$ cat config.mk
export PLATFORM = sky130hd
export DESIGN_NAME = sponge_ctrl
export DESIGN_NICKNAME = d
export VERILOG_FILES = /design/src/rtl/sponge_pkg.sv /design/src/rtl/sponge_round_ctr.sv /design/src/rtl/sponge_ctrl.sv
export SDC_FILE = /design/constraint.sdc
export NUM_CORES = 1
export LEC_CHECK = 0
export ABC_CLOCK_PERIOD_IN_PS = 4160
export CAP_MARGIN = 20
export CELL_PAD_IN_SITES_DETAIL_PLACEMENT = 2
export CELL_PAD_IN_SITES_GLOBAL_PLACEMENT = 2
export CORE_MARGIN = 4
export CORE_UTILIZATION = 33
export CTS_CLUSTER_SIZE = 12
export DETAILED_ROUTE_END_ITERATION = 8
export GPL_ROUTABILITY_DRIVEN = 0
export PLACE_DENSITY = 0.85
export SLEW_MARGIN = 40
export SYNTH_ARGS = -nofsm -noshare
export SYNTH_HDL_FRONTEND = slang
export SYNTH_SLANG_ARGS = --single-unit
$ cat constraint.sdc
create_clock -name clock -period 4.16 [get_ports clock]
set_clock_uncertainty 0.05 [all_clocks]
set_input_delay 0.624 -clock clock [delete_from_list [all_inputs] [get_ports clock]]
set_output_delay 0.624 -clock clock [all_outputs]
set_load 0.05 [all_outputs]
$ cat src/rtl/sponge_pkg.sv
// sponge_pkg: shared types and constants for the sponge hash controller.
//   sponge_state_e : FSM states of sponge_ctrl (also exported on dbg_state)
//   state_sel_e    : datapath state-register operation select
//   DEFAULT_ROUNDS : permutation rounds per permutation
package sponge_pkg;

  localparam int DEFAULT_ROUNDS = 24;

  typedef enum logic [2:0] {
    ST_IDLE    = 3'd0,
    ST_CLEAR   = 3'd1,
    ST_XOR     = 3'd2,
    ST_PERM    = 3'd3,
    ST_SQUEEZE = 3'd4,
    ST_SQPERM  = 3'd5,
    ST_DONE    = 3'd6
  } sponge_state_e;

  typedef enum logic [1:0] {
    SEL_HOLD  = 2'd0,
    SEL_CLEAR = 2'd1,
    SEL_XOR   = 2'd2,
    SEL_PERM  = 2'd3
  } state_sel_e;

endpackage

$ cat src/rtl/sponge_round_ctr.sv
// sponge_round_ctr: permutation round counter shared by absorb and squeeze.
//   clock, reset : rising-edge clock, synchronous active-high reset
//   start        : pulse in the cycle before round 0; round 0 follows next cycle
//   round_idx    : current round, 0..ROUNDS-1 while running, 0 when idle
//   last         : high during round ROUNDS-1
module sponge_round_ctr
  import sponge_pkg::*;
#(
  parameter int ROUNDS = DEFAULT_ROUNDS
) (
  input  logic       clock,
  input  logic       reset,
  input  logic       start,
  output logic [4:0] round_idx,
  output logic       last
);

  logic running;

  assign last = running && (round_idx == 5'(ROUNDS - 1));

  always_ff @(posedge clock) begin
    if (reset) begin
      running   <= 1'b0;
      round_idx <= '0;
    end else if (start) begin
      running   <= 1'b1;
      round_idx <= '0;
    end else if (running) begin
      if (last) begin
        // Park at 0 so the index reads clean outside a permutation.
        running   <= 1'b0;
        round_idx <= '0;
      end else begin
        round_idx <= round_idx + 5'd1;
      end
    end
  end

endmodule

$ cat src/rtl/sponge_ctrl.sv
// sponge_ctrl: SHAKE128/256 sponge sequencer. Buffers message blocks, then
// drives CLEAR, per-block XOR + permutation, and squeeze of the requested
// number of output blocks.
//   clock, reset          : rising-edge clock, synchronous active-high reset
//   mode                  : 0 SHAKE128, 1 SHAKE256, latched into rate_sel
//   in_valid/in_last/in_ready : message block input
//   out_blocks            : output blocks requested, sampled with the last block
//   out_valid/out_ready   : output block handshake
//   wr_addr/wren          : block buffer write port (combinational)
//   rd_addr               : block buffer read address for XOR
//   state_sel/round_idx   : datapath operation select and round
//   rate_sel              : latched mode
//   busy/full/done        : status
//   dbg_state             : current FSM state
//
// Handshakes: a transfer happens on a rising edge where valid && ready are both
// high; valid never depends on ready, and ready while valid is low has no effect.
module sponge_ctrl
  import sponge_pkg::*;
#(
  parameter int DEPTH  = 7,
  parameter int ROUNDS = DEFAULT_ROUNDS,
  parameter int AW     = $clog2(DEPTH)
) (
  input  logic          clock,
  input  logic          reset,
  input  logic          mode,
  input  logic          in_valid,
  input  logic          in_last,
  output logic          in_ready,
  input  logic [7:0]    out_blocks,
  output logic          out_valid,
  input  logic          out_ready,
  output logic [AW-1:0] wr_addr,
  output logic          wren,
  output logic [AW-1:0] rd_addr,
  output logic [1:0]    state_sel,
  output logic [4:0]    round_idx,
  output logic          rate_sel,
  output logic          busy,
  output logic          full,
  output logic          done,
  output sponge_state_e dbg_state
);

  // Wide enough to hold DEPTH itself (count after a forced-last accept).
  localparam int CW = $clog2(DEPTH + 1);

  sponge_state_e state;
  state_sel_e    sel_q;
  logic [CW-1:0] count;
  logic [CW-1:0] nblk;
  logic [CW-1:0] blk;
  logic [7:0]    rem;
  logic          accept;
  logic          rnd_start;
  logic          rnd_last;

  assign in_ready  = (state == ST_IDLE);
  assign accept    = in_valid && in_ready;
  assign wren      = accept;
  assign wr_addr   = AW'(count);
  assign rd_addr   = AW'(blk);
  assign full      = (state == ST_IDLE) && (count == CW'(DEPTH - 1));
  assign state_sel = sel_q;
  assign dbg_state = state;

  // Kick the round counter on the edge that enters PERM or SQPERM.
  assign rnd_start = (state == ST_XOR) ||
                     ((state == ST_SQUEEZE) && out_ready && (rem != 8'd1));

  sponge_round_ctr #(.ROUNDS(ROUNDS)) u_round_ctr (
    .clock     (clock),
    .reset     (reset),
    .start     (rnd_start),
    .round_idx (round_idx),
    .last      (rnd_last)
  );

  always_ff @(posedge clock) begin
    if (reset) begin
      state     <= ST_IDLE;
      sel_q     <= SEL_HOLD;
      count     <= '0;
      nblk      <= '0;
      blk       <= '0;
      rem       <= '0;
      rate_sel  <= 1'b0;
      out_valid <= 1'b0;
      busy      <= 1'b0;
      done      <= 1'b0;
    end else begin
      case (state)
        ST_IDLE: begin
          if (accept) begin
            count <= count + 1'b1;
            if (count == '0) rate_sel <= mode;
            // The buffer filling up ends the message even without in_last.
            if (in_last || (count == CW'(DEPTH - 1))) begin
              nblk  <= count + 1'b1;
              rem   <= (out_blocks == 8'd0) ? 8'd1 : out_blocks;
              blk   <= '0;
              busy  <= 1'b1;
              sel_q <= SEL_CLEAR;
              state <= ST_CLEAR;
            end
          end
        end
        ST_CLEAR: begin
          sel_q <= SEL_XOR;
          state <= ST_XOR;
        end
        ST_XOR: begin
          sel_q <= SEL_PERM;
          state <= ST_PERM;
        end
        ST_PERM: begin
          if (rnd_last) begin
            blk <= blk + 1'b1;
            if ((blk + 1'b1) < nblk) begin
              sel_q <= SEL_XOR;
              state <= ST_XOR;
            end else begin
              sel_q     <= SEL_HOLD;
              out_valid <= 1'b1;
              state     <= ST_SQUEEZE;
            end
          end
        end
        ST_SQUEEZE: begin
          if (out_ready) begin
            rem       <= rem - 8'd1;
            out_valid <= 1'b0;
            if (rem == 8'd1) begin
              done  <= 1'b1;
              state <= ST_DONE;
            end else begin
              sel_q <= SEL_PERM;
              state <= ST_SQPERM;
            end
          end
        end
        ST_SQPERM: begin
          if (rnd_last) begin
            sel_q     <= SEL_HOLD;
            out_valid <= 1'b1;
            state     <= ST_SQUEEZE;
          end
        end
        ST_DONE: begin
          done  <= 1'b0;
          busy  <= 1'b0;
          count <= '0;
          state <= ST_IDLE;
        end
        default: begin
          sel_q     <= SEL_HOLD;
          out_valid <= 1'b0;
          busy      <= 1'b0;
          done      <= 1'b0;
          state     <= ST_IDLE;
        end
      endcase
    end
  end

endmodule

==> reports/results.tsv, run 1 <==
metric	value	unit
r2r_end	rem[6]	
cts.root.buffer_cell	clkbuf_8	
tightest_slew	805	ps
cp_common_cell	clkdlybuf4s50_1	
cp_slowest_cell	clkdlybuf4s50_1	
area_growth	24.8	%
cts_tree	built	
finalHoldViolations	0	
slew_viol_final	0	
path_depth	3	
critical_path.startpoint	in_valid	
ir_drop	0.000159	V
setup.worst_path.class	in -> out	
worstHoldStart	state_sel[1]	
critical_path_buf_inv_count	2	
clkLatencyLatePin	280	ps
grt_pass1_wl	10.0	mm
layout_common_cells	clkdlybuf4s50_1, nor2_1, dfxtp_1	
synth_cell_types	60	
ctsHoldBuffers	0	
synth_fp_nets	255	
period_share	0.759	
p_int	569	µW
die_x	85.2	µm
final_util	0.435	
cts_resized	0	
drtPass1Iterations	4	
multi_input_area	0.00123	mm²
power.leakage	0.883	nW
avgViaCountPerCell	5.46	
clkSinkCount	32	
cts_buffer_depth	2	
relSlewSlack	0.461	
wl_per_cell	17.1	µm
track_usage	0.170	
cts_setup_buffers	0	
grt_pass1_vias	2029	
end_kind	output pin	
dieHeight	85.2	µm
drc_errors	0	
ys_seq_area_frac	0.326	
finalSetupViolCount	0	
cp_top_family	buffers and inverters	
final_common_cell	clkdlybuf4s50_1	
rsz0062_at_grt	false	
numPlacedInstances	330	
antenna_found_initial	0	
cts_buffers	5	
avgSynthCellArea	8.47	µm²
nets	288	
worstPathMaxFanout	7	
outcome	complete, no violations	
setup_tns	0	ps
cp.arrival	2480	ps
vias	1844	
ant_nets	0	
worstPathRequired	3490	ps
clkPwrFrac	0.281	
portBuffers	36	
diodes	0	
grt_max_degree	26	
p_seq_frac	0.423	
fmax	317	MHz
grt_remaining_overflow	0	
synth_top_area_frac	0.326	
clk_pin_slew	70	ps
power_switching	319	µW
synthArstFlopShare	0	
startpoint_type	input pin	
path_cells	clkdlybuf4s50_1, nor4b_4, clkdlybuf4s50_1	
crit_end	wren	
ys.warnings.count	0	
ff2ff_path_depth	7	
start_util	0.348	
finalCriticalPeriod	3160	ps
rows	27	
regArea	643	µm²
dp_hpwl	4.31	mm
synth_area_leaders	dfxtp_1, nor2_1, ha_1, a21oi_1, nand2_1	
io_pins	37	
p_per_area	362	mW/mm²
fillers	621	
core	0.00564	mm²
final_cells	338	
routed_wl	5.76	mm
power_switching_share	0.359	
combPwrFrac	0.296	
syn_inst	232	
slowest_delay	900	ps
r2r_slack	1460	ps
drt_iter0_markers	113	
synth_area	0.00197	mm²
die_area	0.00726	mm²
synth_ff_type	dfxtp_1	
drive_gt1_frac	0.102	
ys_ff_latch	32	
hold_path_class	reg -> reg	
drv_cap	0	
synth_edf_count	0	
yosys.area.top_type	dfxtp_1	
r2r_start	wr_addr[0]	
cts_max_level	2	
==> worst min-delay path, cell delays in order (launching register included) <==
cell and delay (ps):
dfxtp_1 310, nand2_1 50, mux2i_1 60
==> layer usage <==
| metal | up-vias | track usage | part of all wire |
|---|---|---|---|
| met5 | - | 0 | 0 |
| met4 | 0 | 0.0417 | 0.011 |
| li1 | 902 | - | - |
| met3 | 6 | 0.0379 | 0.027 |
| met1 | 908 | 0.219 | 0.47 |
| met2 | 28 | 0.287 | 0.49 |
==> logic make-up (layout without fill, tap and decap cells) <==
group	Yosys count	in the layout	share of synthesized area
simple gates	100	100	0.287
mux	6	6	0.0318
buf+inv	19	53	0.0496
fa+ha+maj	9	9	0.0573
compound gates	60	60	0.222
flops	32	32	0.326
xor+xnor	6	6	0.0267
==> stage by stage <==
| stage | power (mW) | hold WS, ps | worst slack, ps | area, µm² |
|---|---|---|---|---|
| finish | 0.888 | 419 | 1000 | 2450 |
| global route | 0.947 | 483 | 920 | 2450 |
| CTS | 0.900 | 426 | 987 | 2450 |
| detailed placement | 0.646 | 413 | 1000 | 2360 |
| global placement | 0.639 | 403 | 1020 | 2360 |
| floorplan | 0.558 | 410 | 1410 | 1970 |
==> worst min path at each step <==
stage                         to  cells past startpoint
finish              state_sel[1]                      2
global route        state_sel[1]                      2
CTS                 state_sel[1]                      2
detailed placement  state_sel[1]                      2
global placement    state_sel[1]                      2
floorplan                nblk[1]                      2
==> power groups by stage <==
| stage | logic [mW] | registers, mW | clock network (mW) |
|---|---|---|---|
| 5_1_grt | 0.286 | 0.382 | 0.279 |
| 2_1_floorplan | 0.156 | 0.403 | 0 |
| 6_report | 0.263 | 0.376 | 0.249 |
| 4_1_cts | 0.266 | 0.376 | 0.258 |
| 3_5_place_dp | 0.264 | 0.383 | 0 |
| 3_3_place_gp | 0.258 | 0.382 | 0 |
==> synth_stat cells, types with 5 or more instances <==
cell / n
inv_1: 7
o21ai_0: 7
ha_1: 9
nand3b_1: 6
o21ai_1: 5
nand3_1: 6
nand2_1: 20
a21oi_1: 15
nor2_1: 34
dfxtp_1: 32
==> sequential cells by signal, summed over array words and instances (netlist names), 2 cells and up <==
register,cells
rd_addr,3
dbg_state,3
rem,8
state_sel,2
wr_addr,3
u_round_ctr.round_idx,5
nblk,3
==> area by class of cell <==
type	instances	area share
Timing Repair Buffer	38	0.153
Multi-Input combinational cell	181	0.501
Sequential cell	32	0.262
Tap cell	72	0.0367
Inverter	7	0.0107
Clock buffer	8	0.0367
Note: power is estimated with default switching activity, not from simulation.
==> run 2: changes to the inputs <==
--- a/config.mk
+++ b/config.mk
@@ -5,16 +5,16 @@
 export SDC_FILE = /design/constraint.sdc
 export NUM_CORES = 1
 export LEC_CHECK = 0
-export ABC_CLOCK_PERIOD_IN_PS = 4160
+export ABC_CLOCK_PERIOD_IN_PS = 2770
 export CAP_MARGIN = 20
 export CELL_PAD_IN_SITES_DETAIL_PLACEMENT = 2
 export CELL_PAD_IN_SITES_GLOBAL_PLACEMENT = 2
 export CORE_MARGIN = 4
-export CORE_UTILIZATION = 33
+export CORE_UTILIZATION = 28
 export CTS_CLUSTER_SIZE = 12
 export DETAILED_ROUTE_END_ITERATION = 8
 export GPL_ROUTABILITY_DRIVEN = 0
-export PLACE_DENSITY = 0.85
+export PLACE_DENSITY = 0.77
 export SLEW_MARGIN = 40
 export SYNTH_ARGS = -nofsm -noshare
 export SYNTH_HDL_FRONTEND = slang
==> constraint.sdc (replaced) <==
create_clock -name clock -period 2.77 [get_ports clock]
set_clock_uncertainty 0.05 [all_clocks]
set_input_delay 0.4155 -clock clock [delete_from_list [all_inputs] [get_ports clock]]
set_output_delay 0.4155 -clock clock [all_outputs]
set_load 0.05 [all_outputs]
==> reports/results.tsv, run 2 (synthesized netlist as in run 1, its figures left out) <==
metric	value	unit	change
clkPwrFrac	0.283		was 0.281
ant_nets	0		unchanged
finalCriticalPeriod	2400	ps	
combPwrFrac	0.324		was 0.296
p_int	868	µW	was 569 µW
clk_pin_slew	70	ps	about the same
vias	1840		was 1844
cts_buffer_depth	2		unchanged
rows	30		was 27
die_x	91.8	µm	was 85.2 µm
cts.root.buffer_cell	clkbuf_8		unchanged
portBuffers	36		unchanged
drtPass1Iterations	4		unchanged
final_cells	368		was 338
slew_viol_final	0		unchanged
layout_common_cells	clkdlybuf4s50_1, nor2_1, dfxtp_1		unchanged
diodes	0		unchanged
p_seq_frac	0.394		was 0.423
core	0.00679	mm²	was 0.00564 mm²
antenna_found_initial	0		unchanged
drive_gt1_frac	0.125		was 0.102
power_switching	502	µW	was 319 µW
tightest_slew	641	ps	was 805 ps
fmax	416	MHz	
cts_tree	built		unchanged
die_area	0.00842	mm²	was 0.00726 mm²
grt_remaining_overflow	0		unchanged
worstPathRequired	2300	ps	was 3490 ps
ir_drop	0.000278	V	was 0.000159 V
startpoint_type	flip-flop		was input pin
dp_hpwl	4.74	mm	was 4.31 mm
io_pins	37		unchanged
numPlacedInstances	360		was 330
dieHeight	91.8	µm	was 85.2 µm
routed_wl	6.09	mm	was 5.76 mm
hold_path_class	reg -> reg		unchanged
postLayoutCellArea	0.00254	mm²	was 0.00245 mm²
largest_reg_flops	8		unchanged
power.leakage	0.923	nW	was 0.883 nW
period_share	0.868		
top_register	rem		unchanged
rsz0062_at_grt	false		unchanged
power_switching_share	0.367		was 0.359
p_per_area	540	mW/mm²	was 362 mW/mm²
drt_iter0_markers	65		was 113
nets	294		was 288
clkLatencyLatePin	290	ps	was 280 ps
avgViaCountPerCell	5.00		was 5.46
start_util	0.289		was 0.348
setup_tns	0	ps	unchanged
cts_setup_buffers	0		unchanged
track_usage	0.153		was 0.170
end_kind	output pin		unchanged
wl_per_cell	16.5	µm	was 17.1 µm
grt_pass1_wl	10.3	mm	was 10.0 mm
outcome	complete, no violations		unchanged
grt_max_degree	23		was 26
final_common_cell	clkdlybuf4s50_1		unchanged
area_growth	29.1	%	was 24.8%
clkSinkCount	32		unchanged
dpl_worst_slack	507	ps	was 1000 ps
cts_max_level	2		unchanged
drv_cap	0		unchanged
cts_buffers	5		unchanged
place_area	0.00244	mm²	was 0.00236 mm²
whs	428	ps	was 419 ps
largestRegisters	rem: 8 flops, u_round_ctr.round_idx: 5 flops		unchanged
finalHoldViolations	0		unchanged
drc_errors	0		unchanged
cts_resized	0		unchanged
setup.worst_path.class	reg -> out		was in -> out
finalWorstSetupSlack	366	ps	was 1000 ps
ctsHoldBuffers	0		unchanged
grt_pass1_vias	2008		was 2029
cp.arrival	1940	ps	was 2480 ps
p_total	1.37	mW	was 888 µW
worstPathMaxFanout	8		was 7
final_util	0.373		was 0.435
finalSetupViolCount	0		unchanged
relSlewSlack	0.571		was 0.461
==> run 2: routing by layer <==
metal	GRT usage	vias to the layer above	part of all wire
li1	-	911	-
met1	0.189	905	0.47
met2	0.269	19	0.51
met3	0.0287	5	0.018
met4	0.0408	0	0.010
met5	0	-	0
==> run 2: area by class of cell <==
type,count,area (µm²)
fillers,767,4260
clock inverters,2,10.0
inverters,7,26.3
flip-flops and latches,32,641
multi-input cells,181,1230
repair buffers,44,430
clock buffers,6,82.6
well taps,96,120
==> run 2: worst max-delay path, stage by stage (launching register included) <==
cell and delay, ps:
dfxtp_1 410, nor3_2 240, and3_1 190, clkdlybuf4s50_1 800
==> run 2: power groups by stage <==
stage / Combinational (mW) / Sequential, mW / Clock [mW]
after floorplan: 0.234 / 0.605 / 0
after global placement: 0.434 / 0.549 / 0
after detailed placement: 0.446 / 0.551 / 0
after CTS: 0.449 / 0.540 / 0.405
after global routing: 0.482 / 0.546 / 0.420
final: 0.444 / 0.539 / 0.387
==> run 2: worst paths after layout <==
path | start | to | slack, ps | cells after the start
worst min register to register | state_sel[1] | state_sel[1] | 430 | 2
worst min-delay path | state_sel[1] | state_sel[1] | 430 | 2
worst max register to register | wr_addr[0] | rem[7] | 620 | 7
worst max-delay path | dbg_state[1] | full | 370 | 3
==> run 3: changes to the inputs <==
--- a/config.mk
+++ b/config.mk
@@ -15,7 +15,7 @@
 export DETAILED_ROUTE_END_ITERATION = 8
 export GPL_ROUTABILITY_DRIVEN = 0
 export PLACE_DENSITY = 0.77
-export SLEW_MARGIN = 40
+export SLEW_MARGIN = 20
 export SYNTH_ARGS = -nofsm -noshare
 export SYNTH_HDL_FRONTEND = slang
 export SYNTH_SLANG_ARGS = --single-unit
==> results of run 3 <==
Same layout as run 2: the final DEF is identical, and so are final timing and power.
